`config.mk`:
```
export PLATFORM = sky130hd
export DESIGN_NAME = hazard_ctrl
export DESIGN_NICKNAME = d
export VERILOG_FILES = /design/src/rtl/hazard_pkg.sv /design/src/rtl/hazard_ctrl_store_tracker.sv /design/src/rtl/hazard_ctrl.sv
export SDC_FILE = /design/constraint.sdc
export NUM_CORES = 1
export LEC_CHECK = 0
export BUFFER_PORTS_ARGS = -buffer_cell sky130_fd_sc_hd__buf_2
export CAP_MARGIN = 20
export CORE_MARGIN = 1.5
export CORE_UTILIZATION = 42
export CTS_CLUSTER_SIZE = 12
export DETAILED_ROUTE_END_ITERATION = 8
export PLACE_DENSITY = 0.93
export SETUP_SLACK_MARGIN = 0.1
export SLEW_MARGIN = 25
export SYNTH_ARGS = -nofsm -noshare
export SYNTH_HDL_FRONTEND = slang
export SYNTH_SLANG_ARGS = --single-unit
```
`constraint.sdc`:
```
create_clock -name clk -period 3.5 [get_ports clk]
set_clock_uncertainty 0.1 [all_clocks]
set_input_delay 0.7 -clock clk [delete_from_list [all_inputs] [get_ports clk]]
set_output_delay 0.7 -clock clk [all_outputs]
set_load 0.03 [all_outputs]
```
`src/rtl/hazard_pkg.sv`:
```
// Shared types for the front-end hazard controller: FSM encoding, priority-cause
// enum, debug snapshot struct and parameter defaults.
package hazard_pkg;

  localparam int REG_W_DEF          = 9;
  localparam int MAX_STORES_DEF     = 4;
  localparam int RECOVER_CYCLES_DEF = 1;

  typedef enum logic [1:0] {
    RUN     = 2'd0,
    DRAIN   = 2'd1,
    RECOVER = 2'd2
  } hz_state_e;

  // Which priority level is steering the strobes this cycle.
  typedef enum logic [2:0] {
    CAUSE_NONE       = 3'd0,
    CAUSE_MEM_BUSY   = 3'd1,
    CAUSE_MISPREDICT = 3'd2,
    CAUSE_RECOVER    = 3'd3,
    CAUSE_FENCE_FULL = 3'd4,
    CAUSE_LOAD_USE   = 3'd5
  } hz_cause_e;

  typedef struct packed {
    hz_state_e  state;
    hz_cause_e  cause;
    logic [2:0] rc_cnt;
  } hz_dbg_t;

  // Counter width able to hold 0..max_stores inclusive.
  function automatic int cnt_width(input int max_stores);
    int w;
    w = $clog2(max_stores + 1);
    return (w < 1) ? 1 : w;
  endfunction

endpackage

```
`src/rtl/hazard_ctrl_store_tracker.sv`:
```
// Saturating up/down counter of stores accepted by memory but not yet
// acknowledged by the bus; reports empty/full for the fence and store-full logic.
module store_tracker
  import hazard_pkg::*;
#(
  parameter int MAX_STORES = MAX_STORES_DEF,
  localparam int CNT_W     = cnt_width(MAX_STORES)
) (
  input  logic             clk,
  input  logic             rst_n,
  input  logic             issue_in,
  input  logic             ack_in,
  output logic [CNT_W-1:0] cnt_out,
  output logic             empty_out,
  output logic             full_out
);

  localparam logic [CNT_W-1:0] CNT_MAX = CNT_W'(MAX_STORES);

  logic [CNT_W-1:0] cnt_q;
  logic [CNT_W-1:0] cnt_d;

  assign empty_out = (cnt_q == '0);
  assign full_out  = (cnt_q == CNT_MAX);
  assign cnt_out   = cnt_q;

  // Issue and ack in the same cycle cancel; both directions saturate.
  always_comb begin
    cnt_d = cnt_q;
    if (issue_in && !ack_in && !full_out) begin
      cnt_d = cnt_q + 1'b1;
    end else if (ack_in && !issue_in && !empty_out) begin
      cnt_d = cnt_q - 1'b1;
    end
  end

  always_ff @(posedge clk or negedge rst_n) begin
    if (!rst_n) begin
      cnt_q <= '0;
    end else begin
      cnt_q <= cnt_d;
    end
  end

  a_no_ack_underflow: assert property (
    @(posedge clk) disable iff (!rst_n)
    !(ack_in && !issue_in && empty_out)
  );

endmodule

```
`src/rtl/hazard_ctrl.sv`:
```
// Front-end stall/flush sequencer with store-drain fence handling and mispredict
// recovery window. Perf counters are built only when HAZARD_PERF_EN is defined.
module hazard_ctrl
  import hazard_pkg::*;
#(
  parameter int REG_W          = REG_W_DEF,
  parameter int MAX_STORES     = MAX_STORES_DEF,
  parameter int RECOVER_CYCLES = RECOVER_CYCLES_DEF
) (
  input  logic             clk,
  input  logic             rst_n,
  input  logic [REG_W-1:0] rs1_in,
  input  logic             rs1_read_in,
  input  logic [REG_W-1:0] rs2_in,
  input  logic             rs2_read_in,
  input  logic             fence_in,
  input  logic             store_in,
  input  logic             ex_valid_in,
  input  logic             ex_mem_read_in,
  input  logic [REG_W-1:0] ex_rd_in,
  input  logic             mispredict_in,
  input  logic             store_issue_in,
  input  logic             store_ack_in,
  input  logic             mem_busy_in,
  output logic             stall_fetch_out,
  output logic             stall_decode_out,
  output logic             stall_execute_out,
  output logic             flush_fetch_out,
  output logic             flush_decode_out,
  output logic             flush_execute_out,
  output logic             fence_busy_out,
  output logic [31:0]      stall_cycles_out,
  output logic [31:0]      flush_events_out
);

  localparam int         CNT_W   = cnt_width(MAX_STORES);
  localparam logic [2:0] RC_INIT = 3'(RECOVER_CYCLES);

  if (RECOVER_CYCLES < 0 || RECOVER_CYCLES > 7) begin : g_bad_recover_cycles
    $error("hazard_ctrl: RECOVER_CYCLES must be in 0..7");
  end

  hz_state_e  state_q, state_d;
  logic [2:0] rc_cnt_q, rc_cnt_d;
  hz_cause_e  cause;
  hz_dbg_t    dbg;

  logic [CNT_W-1:0] st_cnt;
  logic             st_empty;
  logic             st_full;

  store_tracker #(
    .MAX_STORES (MAX_STORES)
  ) u_store_tracker (
    .clk       (clk),
    .rst_n     (rst_n),
    .issue_in  (store_issue_in),
    .ack_in    (store_ack_in),
    .cnt_out   (st_cnt),
    .empty_out (st_empty),
    .full_out  (st_full)
  );

  logic fence_trig;
  logic full_trig;
  logic drained;
  logic drain_hold;
  logic rs1_hit;
  logic rs2_hit;
  logic load_use;

  // A store issuing this cycle means memory is not drained even at st_cnt==0.
  assign drained    = st_empty && !store_issue_in;
  assign fence_trig = fence_in && !drained;
  assign full_trig  = store_in && st_full;
  assign drain_hold = (state_q == DRAIN) && !drained;

  assign rs1_hit  = rs1_read_in && (rs1_in == ex_rd_in);
  assign rs2_hit  = rs2_read_in && (rs2_in == ex_rd_in);
  assign load_use = ex_valid_in && ex_mem_read_in && (ex_rd_in != '0) &&
                    (rs1_hit || rs2_hit);

  always_comb begin
    cause = CAUSE_NONE;
    if (mem_busy_in) begin
      cause = CAUSE_MEM_BUSY;
    end else if (mispredict_in) begin
      cause = CAUSE_MISPREDICT;
    end else if (state_q == RECOVER) begin
      cause = CAUSE_RECOVER;
    end else if (fence_trig || full_trig || drain_hold) begin
      cause = CAUSE_FENCE_FULL;
    end else if (load_use) begin
      cause = CAUSE_LOAD_USE;
    end
  end

  always_comb begin
    state_d  = state_q;
    rc_cnt_d = rc_cnt_q;
    unique case (cause)
      CAUSE_MEM_BUSY: begin
        state_d  = state_q;
        rc_cnt_d = rc_cnt_q;
      end
      CAUSE_MISPREDICT: begin
        // Also abandons any DRAIN; the fence is refetched behind the redirect.
        if (RECOVER_CYCLES > 0) begin
          state_d  = RECOVER;
          rc_cnt_d = RC_INIT;
        end else begin
          state_d  = RUN;
          rc_cnt_d = 3'd0;
        end
      end
      CAUSE_RECOVER: begin
        rc_cnt_d = (rc_cnt_q == 3'd0) ? 3'd0 : rc_cnt_q - 3'd1;
        if (rc_cnt_q <= 3'd1) begin
          state_d = RUN;
        end
      end
      CAUSE_FENCE_FULL: begin
        if (fence_trig || drain_hold) begin
          state_d = DRAIN;
        end
      end
      default: begin
        // Reaching here from DRAIN means the stores have drained.
        if (state_q == DRAIN) begin
          state_d = RUN;
        end
      end
    endcase
  end

  always_ff @(posedge clk or negedge rst_n) begin
    if (!rst_n) begin
      state_q  <= RUN;
      rc_cnt_q <= 3'd0;
    end else begin
      state_q  <= state_d;
      rc_cnt_q <= rc_cnt_d;
    end
  end

  always_comb begin
    stall_fetch_out   = 1'b0;
    stall_decode_out  = 1'b0;
    stall_execute_out = 1'b0;
    flush_fetch_out   = 1'b0;
    flush_decode_out  = 1'b0;
    flush_execute_out = 1'b0;
    fence_busy_out    = (state_q == DRAIN);
    unique case (cause)
      CAUSE_MEM_BUSY: begin
        stall_fetch_out   = 1'b1;
        stall_decode_out  = 1'b1;
        stall_execute_out = 1'b1;
      end
      CAUSE_MISPREDICT, CAUSE_RECOVER: begin
        flush_fetch_out  = 1'b1;
        flush_decode_out = 1'b1;
      end
      CAUSE_FENCE_FULL: begin
        stall_fetch_out  = 1'b1;
        stall_decode_out = 1'b1;
      end
      CAUSE_LOAD_USE: begin
        // Decode keeps advancing but emits a bubble; fetch holds its slot.
        stall_fetch_out  = 1'b1;
        flush_decode_out = 1'b1;
      end
      default: begin
      end
    endcase
    if (!rst_n) begin
      stall_fetch_out   = 1'b0;
      stall_decode_out  = 1'b0;
      stall_execute_out = 1'b0;
      flush_fetch_out   = 1'b1;
      flush_decode_out  = 1'b1;
      flush_execute_out = 1'b1;
      fence_busy_out    = 1'b0;
    end
  end

`ifdef HAZARD_PERF_EN
  logic [31:0] stall_cycles_q, stall_cycles_d;
  logic [31:0] flush_events_q, flush_events_d;

  always_comb begin
    stall_cycles_d = stall_cycles_q;
    flush_events_d = flush_events_q;
    if (stall_fetch_out) begin
      stall_cycles_d = stall_cycles_q + 32'd1;
    end
    if (mispredict_in) begin
      flush_events_d = flush_events_q + 32'd1;
    end
  end

  always_ff @(posedge clk or negedge rst_n) begin
    if (!rst_n) begin
      stall_cycles_q <= 32'd0;
      flush_events_q <= 32'd0;
    end else begin
      stall_cycles_q <= stall_cycles_d;
      flush_events_q <= flush_events_d;
    end
  end

  assign stall_cycles_out = stall_cycles_q;
  assign flush_events_out = flush_events_q;
`else
  assign stall_cycles_out = 32'd0;
  assign flush_events_out = 32'd0;
`endif

  assign dbg = '{state: state_q, cause: cause, rc_cnt: rc_cnt_q};

  a_recover_has_count: assert property (
    @(posedge clk) disable iff (!rst_n)
    (dbg.state == RECOVER) |-> (dbg.rc_cnt != 3'd0)
  );

  a_busy_never_flushes: assert property (
    @(posedge clk) disable iff (!rst_n)
    (dbg.cause == CAUSE_MEM_BUSY) |-> !(flush_fetch_out || flush_decode_out)
  );

  a_execute_flush_reset_only: assert property (
    @(posedge clk) disable iff (!rst_n)
    !flush_execute_out
  );

  a_store_count_bounded: assert property (
    @(posedge clk) disable iff (!rst_n)
    st_cnt <= CNT_W'(MAX_STORES)
  );

endmodule

```
==> metrics.txt <==
outcome=completed; area growth from synthesis to layout=2.989%; multi-input logic area=~830 um^2; ys flop type=dfrtp_1; highest clock rate=between 300 and 400 MHz; Core Rows=19; clock sink count=8; RSZ-0062 raised after global routing=no; core box area=around 2900 um^2; power density over the cells=approximately 380 nW/um^2; worst hold slack=between 200 and 250 ps; Finished Cell Area=approximately 1300 um^2; Synth cell types=35; Setup crit start kind=flip-flop; Hold Buf Count CTS=0; drt wl/cell=9.696 um; most common cell after layout, fill and taps aside=conb_1; Nets=between 200 and 300; Post-Syn Area=1297 um^2; Filler Cells Inserted=298; WP data arrival=2220 ps; Via density=around 4.3; Die Y-Extent=slightly below 60 um; Final Hold Fails=0; number of flops mapped to enable cells by yosys=0; static leakage=just over 0.0007 uW; CTS H-tree lvls=1; non-filler cells in the finished layout=about 250; Syn Inst Count=between 150 and 200; Synth async-reset ratio=1.000; first-pass GRT wire length=about 4000 um; # IOs=110; Worst-Skew Late Latency=~260 ps; DR pass1 iterations=4; register area=around 200 um^2; fin crit share=0.8616; Slew Viols, Final=0; Crit. End Element=output port; cts repair resizes=0; die width=58.58 um; # Post-CTS Setup Buffers=0; max cap viols=0; reg2reg path depth=7; CTS tree=built; detailed-route wire length=roughly 2400 um; antenna fix cells=0; area post-placement=1314 um^2; post-DP HPWL=between 2000 and 2500 um; Vias=about 1100; Syn. warnings=0; largest net degree at the start of global routing=14; most frequent cells in the layout=64 x conb_1, 45 x buf_2, 11 x nor2_1; Avg Cell Area, Syn=7.632 um^2; sequential element share of the synthesized area=0.1543; Clk pin slew, worst setup/hold paths=~60 ps; Required @ worst endpoint=between 2000 and 3000 ps; placed insts=244; critical path class=reg2out; vias in the first global route=between 900 and 1000; final worst path period need=~3000 ps; Yosys top cell area share=0.3703; GR Util All Layers=0.1479; worst-path fanout max=6; root buffer cell=clkbuf_4; DR iter-0 viols=30; antenna violations before repair=0; Util after Layout=0.4684; GPL Wtd Cong=0.8006; Fin Setup TNS=0 ps; Final setup viols=0; Antenna Violating Nets Remaining=0; port bufs=between 40 and 50; ranking of synthesized cells by area=buf_4 37%, dfrtp_1 15%, xnor2_1 6.8%; Yosys reg bits=8; Synth area leader=buf_4; Max IR drop VDD=approximately 160 uV; initial core utilization=0.4548; Max clock buf depth=2; type of the worst min-delay path=in2async; grt ovf=0; area of the die=approximately 3400 um^2; share of cells above drive strength 1=0.2407; CTS Buf Count=3; DRC=0
-- per-layer routing --
metal,share of wire,wire (um),track usage,vias up
met5,0,0,0,-
li1,-,-,-,528
met1,0.39,927,0.1698,477
met3,0.078,188,0.03516,2
met4,0.0096,23,0.08766,0
met2,0.52,1255,0.2488,55
-- critical path, stage by stage, from the launching register on --
cell and delay, ps:
dfrtp_1 450, or4_4 580, o21ai_2 90, nand2_1 60, or4_1 460, o21bai_1 120
buf_2 210
-- registers in the layout, summed over array words and instances, names as in the netlist --
register,cells
rc_cnt_q,3
u_store_tracker.cnt_out,3
state_q,2
-- synthesized netlist by cell type (2+ instances only) --
cell type	number
ha_1	2
xnor2_1	10
xor2_1	9
dfrtp_1	8
o21ai_1	2
nor3_1	4
and2_1	2
nor2b_1	2
nor2_1	11
nand3_1	4
nand2b_1	3
inv_1	5
a21oi_1	5
nand4_1	2
buf_4	64
nand2_1	10
o21ai_0	6
a31oi_1	2
nor4_1	3
-- logic make-up after synthesis --
logic type                 after synthesis  share of synthesized area
DFF                                      8                     0.1543
other                                    1                   0.002890
adders and majority gates                3                    0.03471
AOI/OAI and AO/OA                       24                     0.1157
buffers and inverters                   70                     0.3877
and+or+nand+nor                         45                     0.1765
xor gates and xnor gates                19                     0.1283
-- report_power, final --
group	total [uW]	internal [uW]	switching [uW]
sequential	156	117	38.8
clock	71.9	39.3	32.5
combinational	285	90.4	195
-- worst paths after layout --
kind	slack, ps	end	startpoint
worst max register to register	1760	u_store_tracker.cnt_out[2]	u_store_tracker.cnt_out[0]
max in group asynchronous	2880	state_q[1]	rst_n
worst min-delay path	200	rc_cnt_q[0]	rst_n
min in group clk	450	rc_cnt_q[1]	rc_cnt_q[1]
worst min register to register	450	rc_cnt_q[1]	rc_cnt_q[1]
worst max-delay path	480	flush_decode_out	u_store_tracker.cnt_out[0]
-- through the flow --
| step | setup slack [ps] | total power (uW) |
|---|---|---|
| finish | 484.3 | 513.3 |
| global route | 381.9 | 560.3 |
| CTS | 458.8 | 516.8 |
| detailed placement | 483.3 | 441.3 |
| global placement | 493.2 | 430.2 |
| floorplan | 345.8 | 428.9 |
-- layout make-up --
cell class	count	area share
Multi-Input combinational cell	155	0.6217
Timing Repair Buffer	45	0.1685
Sequential cell	8	0.1498
Tap cell	31	0.02903
Clock buffer	3	0.01685
Inverter	5	0.01404
(Power assumes the default switching activity.)
